--- src/rtl/mem_sink.sv ---
// mem_sink: arms on start, captures up to DATANUM words into a RAM by arrival order.
// Optional running sum of stored words when MEM_SINK_SUM_EN is defined.
module mem_sink #(
  parameter int DATA_W  = 16,
  parameter int DATANUM = 64,
  parameter int ADR_W   = 7,
  parameter int TIMEOUT = 1024
) (
  input  logic              clk,
  input  logic              reset_x,
  input  logic              start,
  input  logic              vi,
  input  logic              fi,
  input  logic [DATA_W-1:0] di,
  input  logic [ADR_W-1:0]  rd_adr,
  output logic [DATA_W-1:0] rd_data,
  output logic              busy,
  output logic              done,
  output logic              ovf,
  output logic              tout,
  output logic [ADR_W-1:0]  cnt
`ifdef MEM_SINK_SUM_EN
  ,
  output logic [DATA_W+ADR_W-1:0] sum
`endif
);

  localparam int TW    = (TIMEOUT > 1) ? $clog2(TIMEOUT) : 1;
  localparam int DEPTH = 1 << ADR_W;

  localparam logic [TW-1:0]    TLAST = TW'(TIMEOUT - 1);
  localparam logic [ADR_W-1:0] NLAST = ADR_W'(DATANUM);

  typedef enum logic [1:0] {
    IDLE,
    WAIT,
    CAPTURE,
    DONE
  } state_t;

  state_t           state;
  logic [TW-1:0]    timer;
  logic [ADR_W-1:0] cnt_nx;
  logic             wen;
  logic             arm;
  logic             tmo;

  logic [DATA_W-1:0] mem [DEPTH];

  assign cnt_nx = cnt + ADR_W'(1);
  assign tmo    = (timer == TLAST);
  assign arm    = start && (state == IDLE || state == DONE);
  assign wen    = vi && (state == WAIT || state == CAPTURE)
               && (cnt < NLAST);

  always_ff @(posedge clk) begin
    if (!reset_x) begin
      state <= IDLE;
      timer <= '0;
      busy  <= 1'b0;
      done  <= 1'b0;
      ovf   <= 1'b0;
      tout  <= 1'b0;
      cnt   <= '0;
    end else begin
      unique case (state)
        IDLE: begin
          if (start) begin
            state <= WAIT;
            busy  <= 1'b1;
            done  <= 1'b0;
            ovf   <= 1'b0;
            tout  <= 1'b0;
            cnt   <= '0;
            timer <= '0;
          end
        end
        WAIT: begin
          if (vi) begin
            cnt   <= ADR_W'(1);
            timer <= '0;
            if (DATANUM == 1 || fi) begin
              state <= DONE;
              busy  <= 1'b0;
              done  <= 1'b1;
            end else begin
              state <= CAPTURE;
            end
          end else if (fi) begin
            state <= DONE;
            busy  <= 1'b0;
            done  <= 1'b1;
            timer <= '0;
          end else if (tmo) begin
            state <= DONE;
            busy  <= 1'b0;
            done  <= 1'b1;
            tout  <= 1'b1;
            timer <= '0;
          end else begin
            timer <= timer + TW'(1);
          end
        end
        CAPTURE: begin
          if (vi) begin
            cnt   <= cnt_nx;
            timer <= '0;
            if (cnt_nx == NLAST || fi) begin
              state <= DONE;
              busy  <= 1'b0;
              done  <= 1'b1;
            end
          end else if (fi) begin
            state <= DONE;
            busy  <= 1'b0;
            done  <= 1'b1;
            timer <= '0;
          end else if (tmo) begin
            state <= DONE;
            busy  <= 1'b0;
            done  <= 1'b1;
            tout  <= 1'b1;
            timer <= '0;
          end else begin
            timer <= timer + TW'(1);
          end
        end
        DONE: begin
          // a restart in the same cycle as a stray word wins and clears ovf
          if (start) begin
            state <= WAIT;
            busy  <= 1'b1;
            done  <= 1'b0;
            ovf   <= 1'b0;
            tout  <= 1'b0;
            cnt   <= '0;
            timer <= '0;
          end else if (vi) begin
            ovf <= 1'b1;
          end
        end
        default: begin
          state <= IDLE;
          busy  <= 1'b0;
          timer <= '0;
        end
      endcase
    end
  end

  always_ff @(posedge clk) begin
    if (wen) begin
      mem[cnt] <= di;
    end
  end

  always_ff @(posedge clk) begin
    if (!reset_x) begin
      rd_data <= '0;
    end else begin
      rd_data <= mem[rd_adr];
    end
  end

`ifdef MEM_SINK_SUM_EN
  always_ff @(posedge clk) begin
    if (!reset_x) begin
      sum <= '0;
    end else if (arm) begin
      sum <= '0;
    end else if (wen) begin
      sum <= sum + {{ADR_W{1'b0}}, di};
    end
  end
`else
  logic unused_arm;
  assign unused_arm = arm;
`endif

endmodule

--- config.mk ---
export PLATFORM = sky130hd
export DESIGN_NAME = mem_sink
export DESIGN_NICKNAME = d
export VERILOG_FILES = /design/src/rtl/mem_sink.sv
export SDC_FILE = /design/constraint.sdc
export NUM_CORES = 2
export LEC_CHECK = 0
export ABC_CLOCK_PERIOD_IN_PS = 4800
export CORE_AREA = 2 2 425 427
export DETAILED_ROUTE_END_ITERATION = 10
export DIE_AREA = 0 0 427 429
export HOLD_SLACK_MARGIN = 0.05
export PLACE_DENSITY_LB_ADDON = 0.12
export SLEW_MARGIN = 20
export SYNTH_ARGS = -nofsm -noshare
export SYNTH_HDL_FRONTEND = slang
export SYNTH_SLANG_ARGS = --single-unit
--- constraint.sdc ---
create_clock -name clk -period 4.8 [get_ports clk]
set_input_delay 0.72 -clock clk [delete_from_list [all_inputs] [get_ports clk]]
set_output_delay 0.72 -clock clk [all_outputs]
set_load 0.1 [all_outputs]
Word-level counts from Yosys, hierarchy flattened. Memory sizes are Yosys's and may differ from the RTL's. A register that Yosys moved wholly into a read port is not among the register bits. Index checks and enable logic that the tools add are counted.

Bits of input ports: 28. Register bits after elaboration: 23. ROM bits: 0. Output and inout bits: 27. Memory bits (writable): 2048. Memories: 1. Bits in latches: 0.

Add/subtract/negate cells: 2. Eq/ne operators: 15. Mux-type cells: 42. Div/mod/pow operators: 0. $mul: 0. Shifts and indexed selects: 0. Reductions and logical operators: 14. Bitwise operators: 0. Magnitude comparators: 1.

Memory list: mem (depth 128, width 16, rd ports 1, clocked after memory_dff 1, write ports 1, line 48) `logic [DATA_W-1:0] mem [DEPTH];`.

Operators with widths (number): $mux 10 (4); $mux 1 (22); $mux 7 (3); $pmux 7 s3 (1); $pmux 10 s2 (1); $mux 2 (6); $add 10x1->10 const B (1); $eq 10x10->1 const B (1); $ne 2x2->1 const B (5); $reduce_and 3->1 (3); $add 7x1->7 const B (1); $eq 7x7->1 const B (1); $lt 7x7->1 const B (1); $ne 3x3->1 const B (2); $pmux 1 s3 (2); $pmux 2 s3 (1); $eq 2x2->1 const B (2); $ne 2x1->1 const B (2); $pmux 1 s2 (2); $reduce_and 4->1 (1); $reduce_or 2->1 (2); $ne 3x2->1 const B (1); $eq 2x1->1 const B (1); $logic_and 1x1->1 (2); 5 further kinds (6).

Depth between registers and ports, before layout.
Word-level depth: 6. Gate-level depth with buffers: 10.

Worst setup path after synthesis. OpenSTA, ideal clock, no wires.

Kind: register to register. From: register cnt[0]. To: memory mem[55][0] (enable). Stages on the path, launching flop included: 4. Required time: 4411 ps. Setup time: 389 ps. Arrival time: 2501 ps. Buffers on the path: 0. Setup slack: 1910 ps. Path through: dfxtp_1 > nor3b_1 > nand3_1 > nor2_1.

Cells in the longest elaborated chain, start to end: 4.

RTL lines: from (decl) (line 21) `output logic [ADR_W-1:0] cnt`; from (signal assigned) (line 106) `cnt <= cnt_nx;`; $lt 7x7->1 (line 54) `&& (cnt < NLAST);`; $logic_and 1x1->1 (line 54); $mux 1 (line 152) `if (wen) begin`; $mux 1 (not written as such) (line 153) `mem[cnt] <= di;`; to (decl) (line 48).

Parallel ways exist; a longest one is shown, timed or not.

==> summary.md <==
| Metric | Value |
|---|---|
| Period utilisation layout | `0.770` |
| Post-Synthesis Cells | `3798` |
| DRC violations left | `0` |
| Vias in the first global route | `40200` |
| Worst path cell trace | `clkdlybuf4s50_1, buf_4, or4_1, a221o_1, a221oi_1, nor4_1, a31oi_1` |
| Cts hold-fix bufs | `0` |
| CP bufs+invs | `2` |
| Syn Area/Cell | `21.1 um2` |
| Actual slew at the worst max-slew pin | `1.07 ns` |
| Met1 WL | `73.5 mm` |
| CORE AREA | `178000 um2` |
| Max VDD drop | `323 uV` |
| Initial antenna violation count | `9` |
| Async set or reset register ratio after synthesis | `0` |
| Critical Path RT | `5.56 ns` |
| Die Width | `427 um` |
| Root Driver | `clkbuf_16` |
| Max-cap viol count | `0` |
| Reg-to-Reg Start | `state[0]` |
| Starting density of the core | `0.449` |
| Post-Synth XOR/XNOR Area | `0.000986` |
| DR WL/cell | `23.6 um` |
| Layout Cells excl Fill | `7615` |
| Prevailing post-synth register cell | `edfxtp_1` |
| Post-synthesis cell area | `80000 um2` |
| Seq pwr share | `0.533` |
| Pwr dens | `418 nW/um2` |
| Hold WC Path Type | `primary input to flip-flop` |
| Worst path depth | `7` |
| Synth Warn # | `0` |
| Share of cells above drive strength 1 | `0.213` |
| Crit path max-delay family | `simple AND/OR/NAND/NOR gates` |
| Pin count of the biggest net entering global routing | `129` |
| Mux contribution to synthesized area | `0.147` |
| # fillers | `14500` |
| Combinational power share | `0.064` |
| Vias | `39600` |
| Worst hold stages | `1` |
| Worst Hold Path EP | `mem[115][0]` |
| Gpl congestion | `0.790` |
| Largest family of logic cells by synthesized area | `multiplexers` |
| DRT Wirelength | `180 mm` |
| Flop-to-flop setup slack | `1.75 ns` |
| Die Ht | `429 um` |
| Global-route wire length before repair | `265 mm` |
| Status | `complete, no violations` |
| Met2 wire length | `91.7 mm` |
| Clock network fraction of design power | `0.403` |
| Area occupied by multi-input gates | `20600 um2` |
| Aggregate global routing overflow | `0` |
| Via density | `5.20` |
| Final hold vios | `0` |
| Post-DP HPWL | `109 mm` |
| Setup TNS | `0 ns` |
| Compound-Gate Fraction of Synth Area | `0.0235` |
| Met3 WL | `10.1 mm` |
| Startpoint types | `primary input` |
| # port buffers | `54` |
| Length in cells of the worst reg-to-reg path | `9` |
| Uppermost layer routed | `met5` |
| Placed cells | `7206` |
| Crit path kind | `primary input to flip-flop` |
| Sequential fraction of the synthesis area | `0.779` |
| Seq. cell area | `62300 um2` |
| Clock Latency Late Sink | `0.84 ns` |
| Worst Path Arrival | `4.46 ns` |
| Fmax | `0.271 GHz` |
| Setup violators final | `0` |
| Hold Startpoint | `di[0]` |
| Sw power | `8.69 mW` |
| Area growth syn-to-layout | `18.6%` |
| Final Util | `0.533` |
| CTS tree | `yes` |
| Row cnt | `155` |
| Post-synth EDFFs | `2048` |
| Clk slew on worst S/H paths | `0.06 ns` |
| Unrepaired setup endpoints after global routing | `false` |
| CTS Buf Count | `213` |
| IO Count | `55` |
| Layout Nets | `5101` |
| Die ar. | `183000 um2` |
| Post_cts resized | `0` |
| CTS HTree Levels | `4` |
| Post-synthesis adder-cell area fraction | `0.00110` |
| Initial DRC Count | `3648` |
| Sink Count | `2087` |
| Clock Tree Buf Depth | `3` |
| Layout Skew | `0.0365 ns` |
| Critical-path cell with the highest stage delay | `or4_1` |
| P_leak | `32.6 nW` |
| Drt pass-1 iters | `7` |
| Worst stage delay on the critical path | `1.01 ns` |
| Crit path capture type | `flip-flop` |
| Post-layout min period | `3.69 ns` |
| Normalized max-slew margin | `0.268` |
| Synthesized flop and latch total | `2087` |
| Setup Buffers After CTS | `0` |
| Worst reg2reg endpoint | `mem[31][12]` |
| Int Power | `30.9 mW` |
| Final Max Tran Viols | `0` |
| Post-synthesis simple-gate area fraction | `0.0347` |
| Total global-route track usage | `0.198` |
| Worst Path Max Fanout | `12` |
| Switching share of power | `0.219` |
| Routed Antenna Nets | `0` |
| Synth unique cells | `56` |
cell usage after synthesis, types with 2 or more instances:
library cell / count / area, um2
clkbuf_1: 83 / 312
o221ai_1: 14 / 123
a221oi_1: 5 / 43.8
o31a_1: 3 / 26.3
a31oi_1: 31 / 194
buf_4: 11 / 82.6
and3_1: 20 / 125
xnor2_1: 4 / 35.0
dfxtp_1: 39 / 781
o22ai_1: 64 / 400
nor2b_1: 16 / 100
or4_1: 2 / 15.0
and2_1: 9 / 56.3
edfxtp_1: 2048 / 61500
nor2_1: 154 / 578
a32oi_1: 15 / 131
mux2_2: 147 / 1660
inv_1: 11 / 41.3
a2111oi_0: 16 / 140
o21ai_1: 2 / 10.0
nand2b_1: 6 / 37.5
a21o_1: 2 / 15.0
o21ai_0: 12 / 60.1
nor4_1: 5 / 31.3
a211oi_1: 5 / 37.5
ha_1: 7 / 87.6
mux4_2: 422 / 9500
nand4b_1: 2 / 17.5
mux2i_1: 61 / 611
nand2_1: 33 / 124
buf_2: 121 / 606
buf_1: 9 / 33.8
nand4_1: 40 / 250
nand3_1: 209 / 1050
xor2_1: 5 / 43.8
or2_2: 3 / 18.8
nor3b_1: 3 / 22.5
and3b_1: 3 / 26.3
a21oi_1: 34 / 170
nor4b_1: 4 / 35.0
a22oi_1: 64 / 480
nor3_1: 39 / 195
nor4b_2: 2 / 30.0
how the worst max path moves through the flow:
| stage | endpoint | from | slack (ns) |
|---|---|---|---|
| floorplan | mem[55][0] | cnt[0] | 1.91 |
| global placement | rd_data[14] | rd_adr[4] | 0.29 |
| detailed placement | rd_data[14] | rd_adr[4] | 0.31 |
| CTS | cnt[4] | cnt[4] | 1.18 |
| global route | rd_data[14] | rd_adr[4] | 1.15 |
| finish | rd_data[14] | rd_adr[4] | 1.11 |
logic make-up after synthesis:
kind of cell    after synthesis
xor+xnor                      9
compound gates              272
other cells                   1
fa+ha+maj                     7
mux                         630
simple gates                557
buf+inv                     235
flops                      2087
routing by layer:
metal,vias up,track usage
met5,-,0
met4,2,0.0580
met3,274,0.0360
met2,1041,0.337
met1,20800,0.261
li1,17500,-
sequential cells by signal, summed over array words and instances (netlist names):
register	cells
rd_data	16
cnt	7
state	2
tout	1
ovf	1
timer	10
done	1
mem	2048
busy	1
layout make-up:
type                            count  share of cell area
Sequential cell                  2087               0.657
Multi-Input combinational cell   2499               0.217
Clock buffer                      279              0.0592
Tap cell                         2355              0.0311
Timing Repair Buffer              254              0.0239
Clock inverter                    124              0.0118
Inverter                           11            0.000435
Antenna cell                        6            0.000158
power by group through the flow:
stage	clock network, mW	logic, mW	registers, mW
final	16.0	2.54	21.1
after global routing	17.1	2.76	21.2
after CTS	16.4	2.57	21.1
after detailed placement	0	2.56	21.5
after global placement	0	2.55	21.5
after floorplan	0	1.40	21.6
metrics by stage:
stage	instance area, um2	hold WS, ns	total power [mW]	setup slack, ns
2_1_floorplan	83800	0.449	23.0	1.91
3_3_place_gp	88100	0.464	24.0	0.292
3_5_place_dp	88100	0.480	24.1	0.314
4_1_cts	94800	0.342	40.1	1.18
5_1_grt	94800	0.377	41.0	1.15
6_report	94900	0.395	39.6	1.11
placed cells by master (no fill, tap or decap), types with 61 or more instances in the layout:
cell type  synthesis  layout
edfxtp_1        2048    2048
conb_1             1    1024
mux4_2           422     422
clkbuf_16          0     214
nand3_1          209     209
buf_4             11     198
mux2_2           147     147
nor2_1           154     133
o22ai_1           64      64
a22oi_1           64      64
clkbuf_1          83      63
mux2i_1           61      61
(Power assumes the default switching activity.)
